[src/rtl/mmc1_serial_mapper.sv]
// MMC1-family serial-load mapper for Famicom cartridges.
// A 5-bit serial shift port loads four internal registers: control, CHR bank 0,
// CHR bank 1 and PRG bank. Those registers drive the PRG, CHR and WRAM bank
// address lines and the nametable mirroring. Board options select the extra
// features: the consecutive-write filter, WRAM disable, SUROM outer PRG banking
// and SOROM/SXROM WRAM banking.
module mmc1_serial_mapper #(
  parameter bit IGNORE_CONSEC = 1'b1,
  parameter bit WRAM_DIS_EN   = 1'b1,
  parameter bit OUTER_PRG     = 1'b0,
  parameter bit WRAM_BANKING  = 1'b0
) (
  input  logic       CPU_M2,
  input  logic       nRESET,
  input  logic       CPU_A13,
  input  logic       CPU_A14,
  input  logic       nCPU_ROMSEL,
  input  logic       nCPU_RW,
  input  logic       CPU_D0,
  input  logic       CPU_D7,
  input  logic       PPU_A10,
  input  logic       PPU_A11,
  input  logic       PPU_A12,
  output logic       CIRAM_A10,
  output logic [4:0] PRG_A,
  output logic [4:0] CHR_A,
  output logic [1:0] WRAM_A,
  output logic       nPRG_CE,
  output logic       nWRAM_CE
);

  localparam logic [4:0] SHIFT_EMPTY  = 5'b10000;
  localparam logic [4:0] CONTROL_INIT = 5'b01100;

  logic [4:0] shift;
  logic [4:0] control;
  logic [4:0] chr0;
  logic [4:0] chr1;
  logic [4:0] prg;
  logic       wr_prev;

  logic       wr_evt;
  logic       wr_accept;
  logic [4:0] shift_next;
  logic [4:0] chr_act;
  logic       wram_en;

  // A write to $8000-$FFFF is a mapper write. The filter drops the second
  // write of a read-modify-write pair, because those writes land on back-to-back M2 cycles.
  assign wr_evt     = ~nCPU_ROMSEL & ~nCPU_RW;
  assign wr_accept  = wr_evt & ~(IGNORE_CONSEC & wr_prev);
  assign shift_next = {CPU_D0, shift[4:1]};

  // Serial port and register file, updated on the M2 falling edge.
  always_ff @(negedge CPU_M2 or negedge nRESET) begin
    if (!nRESET) begin
      shift   <= SHIFT_EMPTY;
      control <= CONTROL_INIT;
      chr0    <= 5'b00000;
      chr1    <= 5'b00000;
      prg     <= 5'b00000;
      wr_prev <= 1'b0;
    end else begin
      wr_prev <= wr_evt;
      if (wr_accept) begin
        if (CPU_D7) begin
          // Shift reset also forces PRG mode 3 (fixed last bank at $C000).
          shift   <= SHIFT_EMPTY;
          control <= control | CONTROL_INIT;
        end else if (!shift[0]) begin
          shift <= shift_next;
        end else begin
          // The marker bit reached bit 0, so this write supplies the fifth data bit.
          unique case ({CPU_A14, CPU_A13})
            2'b00:   control <= shift_next;
            2'b01:   chr0    <= shift_next;
            2'b10:   chr1    <= shift_next;
            default: prg     <= shift_next;
          endcase
          shift <= SHIFT_EMPTY;
        end
      end
    end
  end

  // Bank, mirroring and chip-enable decode, purely combinational from registers and live bus.
  always_comb begin
    chr_act   = (control[4] && PPU_A12) ? chr1 : chr0;
    wram_en   = WRAM_DIS_EN ? ~prg[4] : 1'b1;

    CIRAM_A10 = 1'b0;
    unique case (control[1:0])
      2'b00:   CIRAM_A10 = 1'b0;
      2'b01:   CIRAM_A10 = 1'b1;
      2'b10:   CIRAM_A10 = PPU_A10;
      default: CIRAM_A10 = PPU_A11;
    endcase

    PRG_A    = 5'b00000;
    PRG_A[4] = OUTER_PRG ? chr_act[4] : 1'b0;
    unique case (control[3:2])
      2'b00, 2'b01: PRG_A[3:0] = {prg[3:1], CPU_A14};
      2'b10:        PRG_A[3:0] = CPU_A14 ? prg[3:0] : 4'b0000;
      default:      PRG_A[3:0] = CPU_A14 ? 4'b1111  : prg[3:0];
    endcase

    CHR_A    = control[4] ? chr_act : {chr0[4:1], PPU_A12};
    WRAM_A   = WRAM_BANKING ? chr_act[3:2] : 2'b00;

    nPRG_CE  = nCPU_ROMSEL | ~nCPU_RW;
    nWRAM_CE = ~(CPU_M2 & nCPU_ROMSEL & CPU_A14 & CPU_A13 & wram_en);
  end

endmodule

[config.mk]
export PLATFORM = sky130hd
export DESIGN_NAME = mmc1_serial_mapper
export DESIGN_NICKNAME = d
export VERILOG_FILES = /design/src/rtl/mmc1_serial_mapper.sv
export SDC_FILE = /design/constraint.sdc
export NUM_CORES = 1
export LEC_CHECK = 0
export ABC_AREA = 1
export CAP_MARGIN = 20
export CORE_AREA = 3 3 59 61
export CTS_CLUSTER_SIZE = 24
export DETAILED_ROUTE_END_ITERATION = 7
export DIE_AREA = 0 0 62 64
export HOLD_SLACK_MARGIN = 0.03
export PLACE_DENSITY_LB_ADDON = 0.08
export SLEW_MARGIN = 20
export SYNTH_ARGS = -nofsm -noshare
export SYNTH_HDL_FRONTEND = slang
export SYNTH_SLANG_ARGS = --single-unit
[constraint.sdc]
create_clock -name CPU_M2 -period 1.6 [get_ports CPU_M2]
set_input_delay 0.24 -clock CPU_M2 [delete_from_list [all_inputs] [get_ports CPU_M2]]
set_output_delay 0.24 -clock CPU_M2 [all_outputs]
set_load 0.01 [all_outputs]
# Word-level counts from Yosys, hierarchy flattened
# Index checks and enable logic that the tools add are counted.
[totals]
reg_bits = 26
inputBits = 11
word_cells = 51
[op_classes]
n_eq_ne = 6
mux = 11
bitwise = 14
reduce_logical = 13
[ops]
columns = ["operator", "n"]
rows = [
  ["$mux W4", 5],
  ["$mux W5", 4],
  ["$reduce_and A4 Y1", 4],
  ["$pmux W4 S2", 1],
  ["$not A1 Y1", 7],
  ["$and A1 B1 Y1", 6],
  ["$eq A2 B1 Y1 const B", 3],
  ["$eq A2 B2 Y1 const B", 3],
  ["$logic_not A2 Y1", 3],
  ["$reduce_bool A2 Y1", 2],
  ["$pmux W1 S3", 1],
  ["$reduce_and A3 Y1", 1],
  ["$reduce_or A3 Y1", 1],
  ["$reduce_or A2 Y1", 1],
  ["$logic_and A1 B1 Y1", 1],
  ["$or A1 B1 Y1", 1],
]

# Depth between registers and ports, before layout
# Gate-level depths: netlist (run 1).
[logic_depth]
depth_word = 5
depth_mapped = 6
ltp_nobuf = 6

==> reports/results.txt, run 1 <==
Status -> finished, violations left
Failing checks -> setup timing
Largest net degree at the start of global routing -> 16
Met3 routed WL -> 131 um
P per Cell Area -> 734 nW/um2
Max-Cap Viols -> 0
Most common cell in the netlist -> nand2_1
GRT Total Usage -> 19.1%
Unrepaired setup endpoints after global routing -> true
Maximum fanout along the worst path -> 3
Gpl congestion -> 0.762
Placed cell count -> 251
Worst VDD drop -> 0.534 mV
CP required -> 1360 ps
Layout cell share with drive strength beyond 1 -> 38.8%
Post-route clock skew -> 63.8 ps
Chip Height -> 64 um
Post-synth EDFFs -> 0
DR pass1 iterations -> 4
Crit. End Element -> output port
DPL Wire Length -> 2320 um
Share of the synthesized area in the top cell type -> 42.8%
Slew Limit Fails -> 0
WL met2 -> 1560 um
IO Pins -> 26
DR WL/cell -> 11.9 um
Post-route cell area -> 2000 um2
FFs w/ async S/R, synth -> 100%
Total wire length -> 3230 um
Static Leak -> 1.10 nW
Yosys warns -> 0
Syn avg cell area -> 7.97 um2
Vias -> 1269
Initial Util -> 44.5%
Worst Hold Class -> register to register
First-pass GRT wire length -> 5530 um
Antenna cells -> 0
Post-synthesis cell type count -> 21
Dpl cell area -> 1840 um2
Fin cells -> 271
Area delta synth->final -> 48.6%
Vias in the first global route -> 1237
Detailed router's first-iteration violation count -> 41
Final #Nets -> 239
Cells on Worst Hold Path -> 2
Die ar. -> 3970 um2
Clk slew on worst S/H paths -> 100 ps
Mapped Cells -> 169
Setup TNS -> -9450 ps
Dominant cell type by area after synthesis -> dfrtn_1
Worst-Skew Late Latency -> 490 ps
Max Used Layer -> met4
Sequential cell area fraction in the yosys report -> 48.6%
Cell Rows -> 20
Final hold vios -> 0
Worst r2r path cells -> 5
Post-synth top flop -> dfrtn_1
Final worst slack -> -965 ps
Die Wd -> 62 um
Startpoint types -> register
Post-Syn Area -> 1350 um2
DRC -> 0
M1 WL -> 1490 um
# port buffers -> 22
Core Region -> 3030 um2
Post-route ant nets -> 0
Commonest cells in the netlist -> 63 x nand2_1, 23 x dfrtn_1, 19 x nand3_1
Final setup fails -> 12
Synthesis-stage register bit count -> 26
CTS tree -> built
Top cells by area, synth -> dfrtn_1 43%, nand2_1 18%, nand3_1 7.1%
Final core occ -> 66.1%
Grt ovf -> 0
Arr. time, crit path -> 2330 ps
Crit path kind -> register to output port
Vias per cell -> 4.68
Initial antenna violation count -> 0
## final timing paths
kind	start	end	slack (ps)
min in group asynchronous	nRESET	shift[3]	910
hold reg to reg	chr1[1]	chr1[1]	420
hold / removal	chr1[1]	chr1[1]	420
setup / recovery	control[4]	CHR_A[3]	-970
max in group asynchronous	nRESET	prg[0]	520
setup reg to reg	shift[0]	chr0[2]	340
## metrics by stage
step	hold slack (ps)	setup slack, ps	total power, W
final	423	-965	0.00147
after global routing	453	-1080	0.00157
after CTS	422	-954	0.00148
after detailed placement	419	-843	0.00104
after global placement	417	-817	0.00103
after floorplan	347	-345	0.000892
## what timing repair did
action                                  CTS  global route
pin swaps                                 7             5
gates cloned                              1             0
setup buffers                             9             1
gates resized for setup                  67            13
hold buffers                              0             0
endpoints found under the setup margin   39            25
## layer usage
metal / global-route usage, % / vias to the layer above
met5: 0 / -
met2: 26.7 / 27
met3: 5.86 / 6
li1: - / 648
met1: 26.6 / 588
met4: 8.75 / 0
## logic make-up after synthesis
group / count (synthesis) / share of synthesized area [%]
buffers and inverters: 21 / 7.62
AND/OR/NAND/NOR: 99 / 33.2
flip-flops: 26 / 48.6
AO/OA/AOI/OAI: 18 / 6.97
other: 1 / 0.279
multiplexers: 4 / 3.35
## cell usage in the layout, fill, tap and decap left out, drive strengths merged, types with 2 or more instances in the layout
cell type	netlist	routed
a21oi	2	2
buf	4	40
clkbuf	0	8
clkdlybuf4s50	0	6
clkinv	1	3
conb	1	3
dfrtn	23	23
dfstp	3	3
inv	16	17
mux2	4	4
nand2	67	67
nand3	20	20
nor2	11	11
o21ai	14	14
## state kept, by name, indices dropped and copies added (netlist names)
signal / cells
chr0: 5
chr1: 5
control: 5
prg: 5
shift: 5
wr_prev: 1
## critical path, stage by stage (launching register included)
cell	delay, ps
dfrtn_1	450
nand2_2	90
buf_6	140
mux2_4	300
buf_6	120
## where the power goes
group | leakage, nW | total [W] | switching [W] | internal [W]
logic | 0.704 | 0.000284 | 0.000141 | 0.000143
registers | 0.349 | 0.000755 | 0.0000449 | 0.000710
clock network | 0.0505 | 0.000429 | 0.000240 | 0.000189
## final cells by class
class / count / area (um2)
Fill cell: 273 / 1030
Tap cell: 44 / 55.1
Timing Repair inverter: 1 / 8.76
Clock inverter: 4 / 16.3
Sequential cell: 26 / 654
Inverter: 16 / 76.3
Clock buffer: 7 / 50.0
Timing Repair Buffer: 49 / 450
Multi-Input combinational cell: 124 / 689
No activity file was read; power rests on OpenSTA's default activity.
==> run 2: changes to the inputs <==
DONT_BUFFER_PORTS = 1   (was not set)
==> run 2 against run 1 <==
  * The run still ends with setup timing left
  * Count of clock-buffer cells in the layout unchanged
  * First-iteration DRC count up 51%
  * Global-route usage down 2.1 points
  * Combinational power down 39%
  * Utilization down 11 points
  * Highest routed layer unchanged
==> reports/results.txt, run 2 (synthesis results as in run 1) <==
Die Wd -> 62 um
Initial antenna violation count -> 0
Final hold vios -> 0
CTS tree -> built
Setup TNS -> -8410 ps
DPL Wire Length -> 2120 um
IO Pins -> 26
Post-route ant nets -> 0
Status -> finished, violations left
Total wire length -> 2980 um
Core Region -> 3030 um2
Crit path kind -> register to output port
Worst Hold Class -> input port to asynchronous set/reset pin
Vias -> 1135
DR WL/cell -> 12.6 um
Initial Util -> 44.5%
Overall power -> 0.00137 W
Gpl congestion -> 0.754
# port buffers -> 0
Multi-input gate area -> 682 um2
GRT Total Usage -> 17.0%
Filler cells -> 304
Crit. End Element -> output port
Final setup fails -> 12
Arr. time, crit path -> 2250 ps
Chip Height -> 64 um
Startpoint types -> register
Worst Path Buf+Inv -> 1
Failing checks -> setup timing
Most common cell after layout, fill and taps aside -> nand2_1
Final worst slack -> -890 ps
Worst-Skew Late Latency -> 510 ps
First-pass GRT wire length -> 4880 um
Unrepaired setup endpoints after global routing -> true
Place WS -> -384 ps
Static Leak -> 0.928 nW
Cell Rows -> 20
Area delta synth->final -> 23.9%
CP top delay family -> flip-flops
Fin cells -> 237
Hold_buf cts -> 0
Detailed router's first-iteration violation count -> 62
Worst-path cell chain -> inv_2, nor2_4, nand2_2, nand3_1, o21ai_2
Critical-path top delay cell -> dfstp_2
Register area -> 654 um2
Layout cell share with drive strength beyond 1 -> 29.0%
Commonest cells after routing, fill and taps aside -> 58 x nand2_1, 23 x dfrtn_1, 18 x nand3_1
DR pass1 iterations -> 4
Antenna cells -> 0
Clk slew on worst S/H paths -> 90 ps
CP required -> 1360 ps
Maximum fanout along the worst path -> 4
Die ar. -> 3970 um2
Post-route clock skew -> 79.3 ps
Slew Limit Fails -> 0
Worst VDD drop -> 0.338 mV
Final #Nets -> 205
DRC -> 0
Vias in the first global route -> 1085
Grt ovf -> 0
Vias per cell -> 4.79
Largest net degree at the start of global routing -> 27
P per Cell Area -> 822 nW/um2
Final core occ -> 55.1%
Max incr delay on CP -> 570 ps
Max-Cap Viols -> 0
Placed cell count -> 227
## run 2: cell count changes in the layout (fill, tap and decap cells not counted), sizes merged
| cell | previous run | this run |
|---|---|---|
| buf | 40 | 17 |
| clkbuf | 8 | 7 |
| clkdlybuf4s15 | 1 | 0 |
| clkdlybuf4s18 | 1 | 0 |
| clkdlybuf4s50 | 6 | 0 |
| clkinv | 3 | 1 |
## run 2: cell type report
type,instances,area share (%)
Multi-Input combinational cell,124,40.9
Sequential cell,26,39.2
Inverter,16,4.58
Clock buffer,7,2.93
Clock inverter,3,0.675
Tap cell,44,3.30
Timing Repair Buffer,17,8.40
## run 2: power by group
part / internal [W] / switching, W / total, W
sequential: 0.000710 / 0.0000484 / 0.000758
combinational: 0.0000769 / 0.0000959 / 0.000173
clock: 0.000193 / 0.000247 / 0.000439
## run 2: metal layers
metal	vias up	global-route usage (%)	share of wire, %
li1	582	-	-
met1	518	23.0	48
met2	28	23.8	46
met3	7	4.65	4.1
met4	0	9.55	2.0
met5	-	0	0
## run 2: path summary, 6_finish.rpt
kind	start	end	slack (ps)	depth (start not counted)
setup / recovery	control[3]	PRG_A[0]	-890	5
max in group asynchronous	nRESET	control[2]	1180	0
min in group CPU_M2	prg[3]	prg[3]	430	2
hold reg to reg	prg[3]	prg[3]	430	2
hold / removal	nRESET	chr1[3]	170	0
setup reg to reg	shift[0]	chr0[0]	360	5
## run 2: repair_timing
item                       in CTS  in global routing
setup buffers                   1                  0
hold endpoints to repair        0                  0
pin swaps                       2                  0
gates resized for setup         6                  3
setup endpoints to repair      12                 12
## run 2: per-stage QoR
step | hold slack [ps] | instance area, um2
global placement | 347 | 1580
global route | 136 | 1670
detailed placement | 347 | 1580
CTS | 155 | 1660
floorplan | 347 | 1420
finish | 173 | 1670
